===== src/rtl/key_pkg.sv =====
// -----------------------------------------------------------------------------
// key_pkg
// Shared definitions for the key event decoder: number of buttons, the
// per-button FSM state encoding and the lowest-index priority helper used to
// build key_code.
// -----------------------------------------------------------------------------
package key_pkg;

    localparam int NUM_KEYS = 5;

    typedef enum logic [1:0] {
        IDLE    = 2'd0,
        PRESSED = 2'd1,
        HELD    = 2'd2
    } key_state_t;

    // Index of the lowest set bit; 0 when no bit is set.
    function automatic logic [2:0] lowest_index(input logic [NUM_KEYS-1:0] v);
        logic [2:0] idx;
        idx = '0;
        for (int i = NUM_KEYS - 1; i >= 0; i--) begin
            if (v[i]) idx = 3'(i);
        end
        return idx;
    endfunction

endpackage


===== src/rtl/key_event_fsm.sv =====
// -----------------------------------------------------------------------------
// key_event_fsm
// Per-button state machine (IDLE / PRESSED / HELD) with its tick hold counter.
// Edge inputs are acted on at the first clock edge; the resulting event is
// captured in an internal event register and re-registered onto the pulse
// outputs one edge later, giving every pulse a fixed two-cycle latency from
// the button transition.
//
// Ports
//   clk          system clock, rising edge
//   rst          asynchronous active-low reset
//   rise / fall  button edge flags (one cycle each)
//   tick         prescaler tick, one cycle wide
//   press_pulse  one cycle on press
//   long_pulse   one cycle when the hold reaches LONG_TICKS
//   rpt_pulse    one cycle per REPEAT_TICKS while held after a long press
//   rel_pulse    one cycle on release
// -----------------------------------------------------------------------------
module key_event_fsm
    import key_pkg::*;
#(
    parameter int LONG_TICKS   = 1000,
    parameter int REPEAT_TICKS = 200
) (
    input  logic clk,
    input  logic rst,
    input  logic rise,
    input  logic fall,
    input  logic tick,
    output logic press_pulse,
    output logic long_pulse,
    output logic rpt_pulse,
    output logic rel_pulse
);

    localparam int MAX_TICKS = (LONG_TICKS > REPEAT_TICKS) ? LONG_TICKS : REPEAT_TICKS;
    localparam int CNT_W     = $clog2(MAX_TICKS + 1);

    key_state_t       state;
    logic [CNT_W-1:0] cnt;
    logic [CNT_W-1:0] cnt_inc;
    logic             press_ev;
    logic             long_ev;
    logic             rpt_ev;
    logic             rel_ev;

    // The counter is cleared whenever it reaches a threshold, so cnt_inc never
    // exceeds MAX_TICKS and fits in CNT_W bits.
    assign cnt_inc = cnt + CNT_W'(1);

    always_ff @(posedge clk or negedge rst) begin
        if (!rst) begin
            state       <= IDLE;
            cnt         <= '0;
            press_ev    <= 1'b0;
            long_ev     <= 1'b0;
            rpt_ev      <= 1'b0;
            rel_ev      <= 1'b0;
            press_pulse <= 1'b0;
            long_pulse  <= 1'b0;
            rpt_pulse   <= 1'b0;
            rel_pulse   <= 1'b0;
        end else begin
            // Second stage: events from the previous edge become the outputs.
            press_pulse <= press_ev;
            long_pulse  <= long_ev;
            rpt_pulse   <= rpt_ev;
            rel_pulse   <= rel_ev;

            press_ev <= 1'b0;
            long_ev  <= 1'b0;
            rpt_ev   <= 1'b0;
            rel_ev   <= 1'b0;

            case (state)
                IDLE: begin
                    if (rise) begin
                        state    <= PRESSED;
                        cnt      <= '0;
                        press_ev <= 1'b1;
                    end
                end
                PRESSED: begin
                    // Release is checked first so a coincident threshold tick
                    // never produces a long pulse.
                    if (fall) begin
                        state  <= IDLE;
                        cnt    <= '0;
                        rel_ev <= 1'b1;
                    end else if (tick) begin
                        if (cnt_inc == CNT_W'(LONG_TICKS)) begin
                            state   <= HELD;
                            cnt     <= '0;
                            long_ev <= 1'b1;
                        end else begin
                            cnt <= cnt_inc;
                        end
                    end
                end
                HELD: begin
                    if (fall) begin
                        state  <= IDLE;
                        cnt    <= '0;
                        rel_ev <= 1'b1;
                    end else if (tick) begin
                        if (cnt_inc == CNT_W'(REPEAT_TICKS)) begin
                            cnt    <= '0;
                            rpt_ev <= 1'b1;
                        end else begin
                            cnt <= cnt_inc;
                        end
                    end
                end
                default: begin
                    state <= IDLE;
                    cnt   <= '0;
                end
            endcase
        end
    end

endmodule


===== src/rtl/key_event_decoder.sv =====
// -----------------------------------------------------------------------------
// key_event_decoder
// Turns NUM_KEYS debounced button levels into press / long-press / auto-repeat
// / release pulses. Holds the shared tick prescaler and the button edge
// detector, runs one key_event_fsm per button and derives a single key code
// from the press and repeat pulses (lowest index wins).
//
// Ports
//   clk          system clock, rising edge
//   rst          asynchronous active-low reset
//   button       debounced button levels, 1 = pressed
//   press_pulse  per-button press pulses
//   long_pulse   per-button long-press pulses
//   rpt_pulse    per-button auto-repeat pulses
//   rel_pulse    per-button release pulses
//   key_valid    any press or repeat pulse is high
//   key_code     lowest button index with press or repeat pulse, 0 when idle
// -----------------------------------------------------------------------------
module key_event_decoder
    import key_pkg::*;
#(
    parameter int TICK_DIV     = 100000,
    parameter int LONG_TICKS   = 1000,
    parameter int REPEAT_TICKS = 200
) (
    input  logic                clk,
    input  logic                rst,
    input  logic [NUM_KEYS-1:0] button,
    output logic [NUM_KEYS-1:0] press_pulse,
    output logic [NUM_KEYS-1:0] long_pulse,
    output logic [NUM_KEYS-1:0] rpt_pulse,
    output logic [NUM_KEYS-1:0] rel_pulse,
    output logic                key_valid,
    output logic [2:0]          key_code
);

    localparam int PRE_W = (TICK_DIV > 1) ? $clog2(TICK_DIV) : 1;

    logic [PRE_W-1:0]    pre_cnt;
    logic                tick;
    logic [NUM_KEYS-1:0] btn_q;
    logic [NUM_KEYS-1:0] rise;
    logic [NUM_KEYS-1:0] fall;
    logic [NUM_KEYS-1:0] code_src;

    // btn_q is cleared by reset, so a button already held at reset release is
    // seen as a rising edge on the first cycle.
    always_ff @(posedge clk or negedge rst) begin
        if (!rst) begin
            pre_cnt <= '0;
            tick    <= 1'b0;
            btn_q   <= '0;
        end else begin
            btn_q <= button;
            if (pre_cnt == PRE_W'(TICK_DIV - 1)) begin
                pre_cnt <= '0;
                tick    <= 1'b1;
            end else begin
                pre_cnt <= pre_cnt + PRE_W'(1);
                tick    <= 1'b0;
            end
        end
    end

    assign rise = button & ~btn_q;
    assign fall = ~button & btn_q;

    for (genvar g = 0; g < NUM_KEYS; g++) begin : g_key
        key_event_fsm #(
            .LONG_TICKS   (LONG_TICKS),
            .REPEAT_TICKS (REPEAT_TICKS)
        ) u_fsm (
            .clk         (clk),
            .rst         (rst),
            .rise        (rise[g]),
            .fall        (fall[g]),
            .tick        (tick),
            .press_pulse (press_pulse[g]),
            .long_pulse  (long_pulse[g]),
            .rpt_pulse   (rpt_pulse[g]),
            .rel_pulse   (rel_pulse[g])
        );
    end

    // Long and release pulses do not produce a key code.
    assign code_src  = press_pulse | rpt_pulse;
    assign key_valid = |code_src;
    assign key_code  = lowest_index(code_src);

endmodule


===== config.mk =====
export PLATFORM = sky130hd
export DESIGN_NAME = key_event_decoder
export DESIGN_NICKNAME = d
export VERILOG_FILES = /design/src/rtl/key_pkg.sv /design/src/rtl/key_event_fsm.sv /design/src/rtl/key_event_decoder.sv
export SDC_FILE = /design/constraint.sdc
export NUM_CORES = 1
export LEC_CHECK = 0
export CORE_UTILIZATION = 55
export CTS_CLUSTER_DIAMETER = 80
export DETAILED_ROUTE_END_ITERATION = 8
export HOLD_SLACK_MARGIN = 0.15
export MAX_ROUTING_LAYER = met4
export PLACE_DENSITY = 0.85
export SYNTH_ARGS = -nofsm -noshare
export SYNTH_HDL_FRONTEND = slang
export SYNTH_SLANG_ARGS = --single-unit

===== constraint.sdc =====
create_clock -name clk -period 2.4 [get_ports clk]
set_input_delay 0.24 -clock clk [delete_from_list [all_inputs] [get_ports clk]]
set_output_delay 0.24 -clock clk [all_outputs]
set_load 0.03 [all_outputs]

==> flow_summary.ini, run 1 <==
[run_status]
run_status = finished with violations
failed_checks = DRC, setup timing

[worst_setup_path]
timing.rr.start = g_key[4].u_fsm.cnt[0]$_DFFE_PN0P_
path_max_fanout = 6
worstPathRequired_ns = 2.70
cp_cell_sequence = ha_2 -> nand2_2 -> or4_4 -> a221oi_4 -> a31oi_4 -> a2bb2oi_4 -> nor2_4 -> mux2_4
critical_path.n_buffers_inverters = 0
crit_arrival_ns = 2.76
critPathLaunch = g_key[4].u_fsm.cnt[0]$_DFFE_PN0P_
r2r_slack_ns = -0.06
critPathLaunchType = register
worstSetupEndpointType = register
slowest_stage = sky130_fd_sc_hd__or4_4
crit_family = compound AO/OA/AOI/OAI gates
crit_path_max_incr_delay_ns = 0.55
crit_cells = 8
worstSetupPathType = register to register
worst_r2r_path_depth = 8
crit-reg2reg-capture = g_key[4].u_fsm.cnt[0]$_DFFE_PN0P_
crit_path_end = g_key[4].u_fsm.cnt[0]$_DFFE_PN0P_

[synthesis]
synth-xor-area-share_pct = 3.01
synth_top_cell_area_share_pct = 46.0
ys.warnings.count = 0
synth_simple_gate_area_share_pct = 24.1
postSynthRegisterBits = 123
synthMuxAreaShare_pct = 0.972
synthArstFlopShare_pct = 100
synthesized_nets = 745
synthesized_cell_area_um2 = 6700
synth_edf_count = 0
synth_cells = 717
synth-compound-area-share_pct = 16.8
synth.lib_cells_used.distinct = 72
synth_top_family_by_area = simple AND/OR/NAND/NOR gates
yosys_most_used_dff = sky130_fd_sc_hd__dfrtp_1
syn-mean-instance-area_um2 = 9.34
cell_taking_the_most_area_after_synthesis = sky130_fd_sc_hd__dfrtp_1
netlist_top_cells_area = sky130_fd_sc_hd__dfrtp_1, sky130_fd_sc_hd__nand2_1, sky130_fd_sc_hd__ha_1
seq_total_area_yosys_pct = 46.0
synthAdderAreaFrac_pct = 3.92

[global_route]
grt_busiest_layer = met2
use_met2_pct = 42.8
grt_pass1_wl_um = 25600
global_route.usage.met3_pct = 7.13
grt_antenna_before_repair = 0
grt_usage_pct = 26.6
grt_pass1_vias = 5486
grt_max_degree = 50
grt_overflow = 0
grt_use_met1_pct = 32.6

[timing]
clock.fmax_mhz = 407
final_period_minus_worst_setup_slack_ns = 2.46
whs_ns = 0.301
period_utilisation_layout_pct = 102
setup_repair_after_global_routing_missed_its_margin = yes
slew_at_the_pin_closest_to_its_max_slew_limit_ns = 0.667
clk_skew_ns = 0.00705
max_slew_margin_pct = 55.4
fin_setup_tns_ns = -0.106
setup_ws_ns = -0.0575
timing_max_transition_violations_final = 0
final_hold_viol_count = 0
setup_viol = 3

[pwr]
p_leak_nw = 3.68
p_sw_mw = 2.37
comb_power_share_pct = 29.2
power.switching_fraction_pct = 32.1
peakVddDrop_mv = 0.498
p_int_mw = 5.00
seq_power_share_pct = 32.2
power.density_nw_per_um2 = 872
share_clk_of_total_power_pct = 38.6

[finish]
final_cell_mix = sky130_fd_sc_hd__dfrtp_1, sky130_fd_sc_hd__nand2_1, sky130_fd_sc_hd__buf_4
mostFrequentLayoutCell = sky130_fd_sc_hd__dfrtp_1
synthToLayoutAreaGrowth_pct = 26.1
cell_area_after_layout_um2 = 8440
layout.cells.non_filler = 952
total_of_fill_cells_in_the_finished_design = 800
nNetsFinal = 824
number_of_inserted_diodes = 0
final_layout_size_suffix_gt1_share_pct = 21.8

[floorplan]
die_area_um2 = 12600
top_level_i_o_count = 31
dieWidth_um = 112
initial_utilization_pct = 57.4
die_y_um = 112
number_of_rows_in_the_core_area = 39
floorplan.core_area_um2 = 11700

[clock_network]
cts.reportedPaths.clkPinSlew_ns = 0.06
clock_path_buffers = 2
cts_inserted_buffers = 17
cts.htree.levels = 4
clk_latency_ns = 0.42
ctsRootBufferMaster = sky130_fd_sc_hd__clkbuf_16
clock-sinks = 123
tritoncts = yes

[placement]
detailedPlace.worstSlack_ns = -0.00964
place.detailed.instances = 909
routability_congestion_estimate = 0.914
numPortBuffers = 30
dp_hpwl_um = 10300
detailed_place.area_um2 = 7440

[drt]
via_total_after_detailed_routing = 5752
drtIter0Drc = 493
avgViaCountPerCell = 6.04
drc = 3
drt_pass1_iterations = 9
detail-route-antenna-nets = 0
post_drt_wl_per_cell_um = 17.0
routed_wl_um = 16200

[hold_path]
min_path_type = input port to register

[job]
timing.max_cap.violations = 0
==> registers in the layout, indices dropped and copies added (netlist names) <==
register	flops
pre_cnt	17
g_key.u_fsm.rel_ev	5
g_key.u_fsm.state	10
g_key.u_fsm.long_ev	5
g_key.u_fsm.rpt_ev	5
g_key.u_fsm.press_pulse	5
tick	1
g_key.u_fsm.press_ev	5
g_key.u_fsm.rpt_pulse	5
g_key.u_fsm.rel_pulse	5
g_key.u_fsm.cnt	50
btn_q	5
g_key.u_fsm.long_pulse	5
==> logic make-up (layout without fill, tap and decap cells) <==
logic type / Yosys count / after routing
xor gates and xnor gates: 23 / 23
DFF: 123 / 123
muxes: 6 / 6
AOI/OAI and AO/OA: 164 / 164
adders and majority gates: 21 / 21
and+or+nand+nor: 313 / 313
buffers and inverters: 67 / 159
==> worst min path at each step <==
stage	start	endpoint	cells after the start
after floorplan	rst	btn_q[0]$_DFF_PN0_	0
after global placement	rst	g_key[0].u_fsm.long_pulse$_DFF_PN0_	1
after detailed placement	rst	g_key[2].u_fsm.rpt_pulse$_DFF_PN0_	1
after CTS	button[4]	btn_q[4]$_DFF_PN0_	1
after global routing	button[4]	btn_q[4]$_DFF_PN0_	1
final	button[2]	btn_q[2]$_DFF_PN0_	1
==> Yosys cell counts, types with 7 or more instances <==
| cell type | number |
|---|---|
| sky130_fd_sc_hd__nor4_1 | 9 |
| sky130_fd_sc_hd__o21ai_0 | 48 |
| sky130_fd_sc_hd__and3_1 | 16 |
| sky130_fd_sc_hd__xnor2_1 | 17 |
| sky130_fd_sc_hd__buf_4 | 24 |
| sky130_fd_sc_hd__nand3_1 | 36 |
| sky130_fd_sc_hd__clkbuf_1 | 12 |
| sky130_fd_sc_hd__nand2b_1 | 7 |
| sky130_fd_sc_hd__or3_1 | 8 |
| sky130_fd_sc_hd__inv_1 | 24 |
| sky130_fd_sc_hd__nand4_1 | 15 |
| sky130_fd_sc_hd__nand2_1 | 93 |
| sky130_fd_sc_hd__a21o_1 | 14 |
| sky130_fd_sc_hd__dfrtp_1 | 123 |
| sky130_fd_sc_hd__nor2b_1 | 9 |
| sky130_fd_sc_hd__ha_1 | 21 |
| sky130_fd_sc_hd__and2_1 | 15 |
| sky130_fd_sc_hd__nor3_1 | 22 |
| sky130_fd_sc_hd__o31ai_1 | 9 |
| sky130_fd_sc_hd__a21oi_1 | 35 |
| sky130_fd_sc_hd__a22o_1 | 9 |
| sky130_fd_sc_hd__nor2_1 | 47 |
==> final cells by class <==
type | instances | area (um^2) | share of cell area [%]
timing repair buffer | 103 | 890 | 10.5
tap | 143 | 179 | 2.12
inverter | 24 | 90.1 | 1.07
clock inverter | 14 | 220 | 2.61
multi-input combinational | 527 | 3530 | 41.8
sequential | 123 | 3100 | 36.7
clock buffer | 18 | 439 | 5.20
==> per-stage QoR <==
step	power, mW	utilization (%)
5_1_grt	7.70	72.4
6_report	7.36	72.4
3_5_place_dp	4.32	63.8
2_1_floorplan	3.66	-
3_3_place_gp	4.22	63.8
4_1_cts	7.22	70.1
==> what timing repair did <==
item / CTS / global route
hold buffers: 1 / 0
pin swaps: 2 / 13
endpoints found under the setup margin: 13 / 41
endpoints found under the hold margin: 41 / 0
buffers inserted: 3 / 6
gates resized for setup: 7 / 56
cloned: 0 / 1
==> per-layer routing <==
layer	up-vias	wire [um]
li1	2711	-
met1	2773	6890
met2	212	8020
met3	56	869
met4	0	430
met5	-	0
==> worst reg2reg max path, stage by stage, from the launching register on <==
cell and delay (ns):
sky130_fd_sc_hd__dfrtp_1 0.36, sky130_fd_sc_hd__ha_2 0.21, sky130_fd_sc_hd__nand2_2 0.08, sky130_fd_sc_hd__or4_4 0.55, sky130_fd_sc_hd__a221oi_4 0.37, sky130_fd_sc_hd__a31oi_4 0.16, sky130_fd_sc_hd__a2bb2oi_4 0.26, sky130_fd_sc_hd__nor2_4 0.07
sky130_fd_sc_hd__mux2_4 0.29
==> power groups by stage <==
stage	clock [mW]	combinational (mW)	sequential, mW
final	2.84	2.15	2.37
after global routing	2.97	2.33	2.39
after CTS	2.87	2.00	2.36
after detailed placement	0	1.93	2.39
after global placement	0	1.84	2.38
after floorplan	0	1.29	2.37
No activity file was read; power rests on OpenSTA's default activity.
==> inputs of run 2 (changes only) <==
Settings changed: GPL_TIMING_DRIVEN set to 0.
==> flow_summary.ini, run 2 (synthesized netlist as in run 1, its figures left out) <==
[drt]
via_total_after_detailed_routing = 5887
drt_pass1_iterations = 9
post_drt_wl_per_cell_um = 17.0
routed_wl_um = 16200
drc = 4
detail-route-antenna-nets = 0
drtIter0Drc = 498
avgViaCountPerCell = 6.16

[timing]
final_hold_viol_count = 0
setup_ws_ns = -0.0289
max_slew_margin_pct = 34.9
period_utilisation_layout_pct = 101
slew_at_the_pin_closest_to_its_max_slew_limit_ns = 0.967
timing_max_transition_violations_final = 0
final_period_minus_worst_setup_slack_ns = 2.43
setup_repair_after_global_routing_missed_its_margin = yes
setup_viol = 7
clock.fmax_mhz = 412
clk_skew_ns = 0.00593

[global_route]
grt_pass1_vias = 5601
grt_overflow = 0
grt_max_degree = 102
grt_pass1_wl_um = 26000
grt_antenna_before_repair = 0
grt_usage_pct = 26.8

[finish]
number_of_inserted_diodes = 0
mostFrequentLayoutCell = sky130_fd_sc_hd__dfrtp_1
synthToLayoutAreaGrowth_pct = 26.0
largest_register_ffs = 50
final_layout_size_suffix_gt1_share_pct = 21.1
final_cell_mix = sky130_fd_sc_hd__dfrtp_1, sky130_fd_sc_hd__nand2_1, sky130_fd_sc_hd__buf_4
nNetsFinal = 827
cell_area_after_layout_um2 = 8440
layout_top_registers = g_key.u_fsm.cnt x50, pre_cnt x17, g_key.u_fsm.state x10
total_of_fill_cells_in_the_finished_design = 789
largest_register = g_key.u_fsm.cnt

[pwr]
power.density_nw_per_um2 = 820
p_leak_nw = 3.70
peakVddDrop_mv = 0.581

[worst_setup_path]
crit_path_max_incr_delay_ns = 0.56
cp_cell_sequence = clkbuf_2 -> inv_1 -> or4_1 -> a2111oi_2 -> o21ai_1 -> a31oi_1 -> o32ai_1
worstSetupEndpointType = register
r2r_slack_ns = -0.03
critPathLaunchType = register
crit_arrival_ns = 2.71
slowest_stage = sky130_fd_sc_hd__or4_1
worst_r2r_path_depth = 7
timing.rr.start = g_key[3].u_fsm.cnt[8]$_DFFE_PN0P_
critical_path.n_buffers_inverters = 2
worstPathRequired_ns = 2.68
path_max_fanout = 8
worstSetupPathType = register to register
crit_family = compound AO/OA/AOI/OAI gates
crit-reg2reg-capture = g_key[3].u_fsm.cnt[9]$_DFFE_PN0P_

[clock_network]
clock_path_buffers = 2
cts.reportedPaths.clkPinSlew_ns = 0.05
ctsRootBufferMaster = sky130_fd_sc_hd__clkbuf_16
tritoncts = yes
cts.htree.levels = 4
clk_latency_ns = 0.42
cts_inserted_buffers = 17
clock-sinks = 123

[placement]
numPortBuffers = 30
dp_hpwl_um = 9560
detailedPlace.worstSlack_ns = -0.287
routability_congestion_estimate = 0.905
detailed_place.area_um2 = 7230

[floorplan]
floorplan.core_area_um2 = 11700
die_area_um2 = 12600
number_of_rows_in_the_core_area = 39
die_y_um = 112
dieWidth_um = 112
top_level_i_o_count = 31
initial_utilization_pct = 57.4

[hold_path]
min_path_type = input port to asynchronous set/reset pin

[run_status]
failed_checks = DRC, setup timing
run_status = finished with violations

[job]
timing.max_cap.violations = 0
run 2: cell type report:
cell class              instances  area [um^2]  area share [%]
well taps                     143          179            2.12
inverters                      24         90.1            1.07
flip-flops and latches        123         3100            36.7
clock inverters                13          103            1.22
repair buffers                 64          599            7.10
clock buffers                  19          443            5.25
plain buffers                  42          278            3.29
multi-input cells             527         3650            43.2
run 2: per-layer routing:
| layer | vias to the layer above | wire length [um] | GRT usage, % |
|---|---|---|---|
| met4 | 0 | 482 | 11.8 |
| met3 | 53 | 844 | 6.21 |
| met5 | - | 0 | - |
| li1 | 2733 | - | - |
| met2 | 234 | 8210 | 44.0 |
| met1 | 2867 | 6680 | 31.5 |
run 2: worst max-delay path by stage:
stage                                       startpoint                                end  slack (ns)  depth (start not counted)
floorplan            g_key[4].u_fsm.cnt[0]$_DFFE_PN0P_  g_key[4].u_fsm.cnt[0]$_DFFE_PN0P_       -0.02                          8
CTS                 g_key[1].u_fsm.rpt_pulse$_DFF_PN0_                        key_code[2]      0.0007                          4
global route         g_key[2].u_fsm.cnt[0]$_DFFE_PN0P_  g_key[2].u_fsm.cnt[4]$_DFFE_PN0P_       -0.13                          9
finish               g_key[3].u_fsm.cnt[8]$_DFFE_PN0P_  g_key[3].u_fsm.cnt[9]$_DFFE_PN0P_       -0.03                          7
detailed placement   g_key[4].u_fsm.cnt[0]$_DFFE_PN0P_  g_key[4].u_fsm.cnt[0]$_DFFE_PN0P_       -0.29                          8
global placement                                   rst  g_key[3].u_fsm.cnt[0]$_DFFE_PN0P_       -3.83                          1
run 2: power breakdown:
group	internal [mW]	switching, mW	total, mW
Combinational	0.890	1.34	2.23
Sequential	2.24	0.121	2.36
Clock	1.43	0.902	2.33
run 2: timing repair:
item | in CTS | in global routing
hold buffers | 1 | 0
setup endpoints to repair | 45 | 42
resized for setup | 40 | 52
hold endpoints to repair | 123 | 0
pin swaps | 18 | 23
buffers inserted | 18 | 14
gates cloned | 0 | 1
run 2: through the flow:
step	cells	power [mW]	setup TNS, ns	utilization [%]	hold WS (ns)
6_report	955	6.92	-0.111	72.3	0.238
5_1_grt	955	7.24	-1.88	72.3	0.247
4_1_cts	941	6.73	0	69.5	0.238
3_5_place_dp	891	4.17	-7.72	62.0	0.111
3_3_place_gp	890	4.05	-422.08	61.7	0.332
2_1_floorplan	717	3.66	-0.0167	-	-0.0556
run 2: worst register-to-register path, cell delays in order, from the launching register on:
cell and delay, ns:
sky130_fd_sc_hd__dfrtp_1 0.33, sky130_fd_sc_hd__clkbuf_2 0.18, sky130_fd_sc_hd__inv_1 0.10, sky130_fd_sc_hd__or4_1 0.56
sky130_fd_sc_hd__a2111oi_2 0.52, sky130_fd_sc_hd__o21ai_1 0.22, sky130_fd_sc_hd__a31oi_1 0.25, sky130_fd_sc_hd__o32ai_1 0.12
==> inputs of run 3 (changes only) <==
Settings changed: CORE_ASPECT_RATIO set to 0.9, CTS_CLUSTER_DIAMETER 80 to 50, CTS_CLUSTER_SIZE set to 14.
==> flow_summary.ini, run 3 (synthesized netlist as in run 1, its figures left out) <==
[run_status]
run_status = finished with violations
failed_checks = setup timing

[global_route]
grt_pass1_vias = 5602
grt_usage_pct = 25.0
grt_antenna_before_repair = 0
grt_max_degree = 78
grt_overflow = 0
grt_pass1_wl_um = 24800

[timing]
setup_repair_after_global_routing_missed_its_margin = yes
period_utilisation_layout_pct = 104
setup_viol = 13
clock.fmax_mhz = 400
slew_at_the_pin_closest_to_its_max_slew_limit_ns = 1.12
fin_setup_tns_ns = -0.799
setup_ws_ns = -0.103
final_period_minus_worst_setup_slack_ns = 2.50
final_hold_viol_count = 0
max_slew_margin_pct = 24.5
clk_skew_ns = 0.00820
timing_max_transition_violations_final = 0

[drt]
detail-route-antenna-nets = 0
drt_pass1_iterations = 6
post_drt_wl_per_cell_um = 16.2
routed_wl_um = 16100
drtIter0Drc = 530
avgViaCountPerCell = 5.99
drc = 0
via_total_after_detailed_routing = 5952

[pwr]
peakVddDrop_mv = 0.500
finalPower_mw = 7.20
comb_power_share_pct = 31.9
p_int_mw = 4.84
p_sw_mw = 2.36
seq_power_share_pct = 32.7
p_leak_nw = 3.83
power.switching_fraction_pct = 32.8
power.density_nw_per_um2 = 826
share_clk_of_total_power_pct = 35.4

[finish]
mostFrequentLayoutCell = sky130_fd_sc_hd__dfrtp_1
ff_latch_area_um2 = 3100
multi_input_area_um2 = 3640
largest_register = g_key.u_fsm.cnt
total_of_fill_cells_in_the_finished_design = 758
final_cell_mix = sky130_fd_sc_hd__dfrtp_1, sky130_fd_sc_hd__nand2_1, sky130_fd_sc_hd__buf_4
nNetsFinal = 852
layout.cells.non_filler = 993
final_layout_size_suffix_gt1_share_pct = 24.1
layout_top_registers = g_key.u_fsm.cnt x50, pre_cnt x17, g_key.u_fsm.state x10
number_of_inserted_diodes = 0
largest_register_ffs = 50
synthToLayoutAreaGrowth_pct = 30.2

[placement]
place.detailed.instances = 904
numPortBuffers = 30
routability_congestion_estimate = 0.894
dp_hpwl_um = 9450

[hold_path]
whs_path_depth = 1
min_path_type = input port to register

[clock_network]
ctsRootBufferMaster = sky130_fd_sc_hd__clkbuf_16
cts.reportedPaths.clkPinSlew_ns = 0.05
clock_path_buffers = 2
cts_inserted_buffers = 17
cts.htree.levels = 4
clock-sinks = 123
clk_latency_ns = 0.42
tritoncts = yes

[worst_setup_path]
crit_arrival_ns = 2.81
cp_cell_sequence = buf_4 -> and2_1 -> o22ai_1 -> nand3_1 -> o311a_4 -> o31ai_4 -> clkbuf_16 -> a21oi_1 -> a21o_1
worst_r2r_path_depth = 9
worstPathRequired_ns = 2.70
critPathLaunchType = register
path_max_fanout = 5
worstSetupEndpointType = register
worstSetupPathType = register to register
crit_path_max_incr_delay_ns = 0.45
slowest_stage = sky130_fd_sc_hd__o311a_4

[floorplan]
die_area_um2 = 12600
number_of_rows_in_the_core_area = 37
die_y_um = 107
top_level_i_o_count = 31
floorplan.core_area_um2 = 11700
dieWidth_um = 118
initial_utilization_pct = 57.4

[job]
timing.max_cap.violations = 0
[run 3: cell count changes in the layout (fill, tap and decap cells not counted), moves of 3 or more]
cell,previous run,this run
sky130_fd_sc_hd__a21oi_2,2,5
sky130_fd_sc_hd__o21ai_0,44,41
sky130_fd_sc_hd__buf_4,53,71
sky130_fd_sc_hd__buf_6,6,10
sky130_fd_sc_hd__o21ai_2,0,4
[run 3: power groups by stage]
| stage | combinational [mW] | clock [mW] | sequential (mW) |
|---|---|---|---|
| CTS | 2.01 | 2.58 | 2.34 |
| global route | 2.50 | 2.69 | 2.37 |
| global placement | 1.65 | 0 | 2.39 |
| floorplan | 1.29 | 0 | 2.37 |
| finish | 2.30 | 2.55 | 2.35 |
| detailed placement | 1.77 | 0 | 2.40 |
[run 3: worst max-delay path, delay by kind of cell, from the launching register on]
kind | cells | cell delay (ns)
AOI/OAI and AO/OA | 5 | 1.14
buffers and inverters | 2 | 0.36
DFF | 1 | 0.43
and+or+nand+nor | 2 | 0.44
[run 3: metal layers]
layer | part of all wire (%) | global-route usage (%)
met1 | 42 | 30.5
met3 | 5.6 | 5.80
met5 | 0 | -
met4 | 2.4 | 9.89
met2 | 50 | 40.8
[run 3: path summary, 6_finish.rpt]
| kind | from | to | slack, ns |
|---|---|---|---|
| max | g_key[3].u_fsm.cnt[0]$_DFFE_PN0P_ | g_key[3].u_fsm.cnt[3]$_DFFE_PN0P_ | -0.10 |
| min | button[0] | btn_q[0]$_DFF_PN0_ | 0.29 |
| max reg2reg | g_key[3].u_fsm.cnt[0]$_DFFE_PN0P_ | g_key[3].u_fsm.cnt[3]$_DFFE_PN0P_ | -0.10 |
| min reg2reg | g_key[1].u_fsm.rpt_ev$_DFF_PN0_ | g_key[1].u_fsm.rpt_pulse$_DFF_PN0_ | 0.34 |
| max in group asynchronous | rst | g_key[2].u_fsm.cnt[6]$_DFFE_PN0P_ | 1.35 |
| min in group asynchronous | rst | g_key[0].u_fsm.cnt[3]$_DFFE_PN0P_ | 0.31 |
[run 3: area by class of cell]
cell class                      count  share of cell area, %
Buffer                             41                   3.27
Clock buffer                       19                   5.08
Clock inverter                     13                   1.72
Inverter                           24                   1.03
Multi-Input combinational cell    527                   41.8
Sequential cell                   123                   35.5
Tap cell                          156                   2.24
Timing Repair Buffer               90                   9.33
[run 3: timing repair]
action / 4_1_cts / 5_1_grt
setup buffers: 21 / 35
cloned: 0 / 2
hold buffers: 1 / 0
endpoints found under the setup margin: 45 / 42
pin swaps: 14 / 31
hold endpoints to repair: 46 / 0
resized for setup: 28 / 71
[run 3: metrics by stage]
| step | hold WS (ns) | worst slack (ns) | util, % | instance area, um^2 |
|---|---|---|---|---|
| floorplan | -0.0556 | -0.0167 | - | 6720 |
| global placement | 0.332 | -3.78 | 61.8 | 7210 |
| detailed placement | 0.194 | -0.346 | 62.1 | 7240 |
| CTS | 0.281 | -0.0313 | 69.8 | 8140 |
| global route | 0.288 | -0.183 | 74.7 | 8720 |
| finish | 0.290 | -0.103 | 74.7 | 8720 |
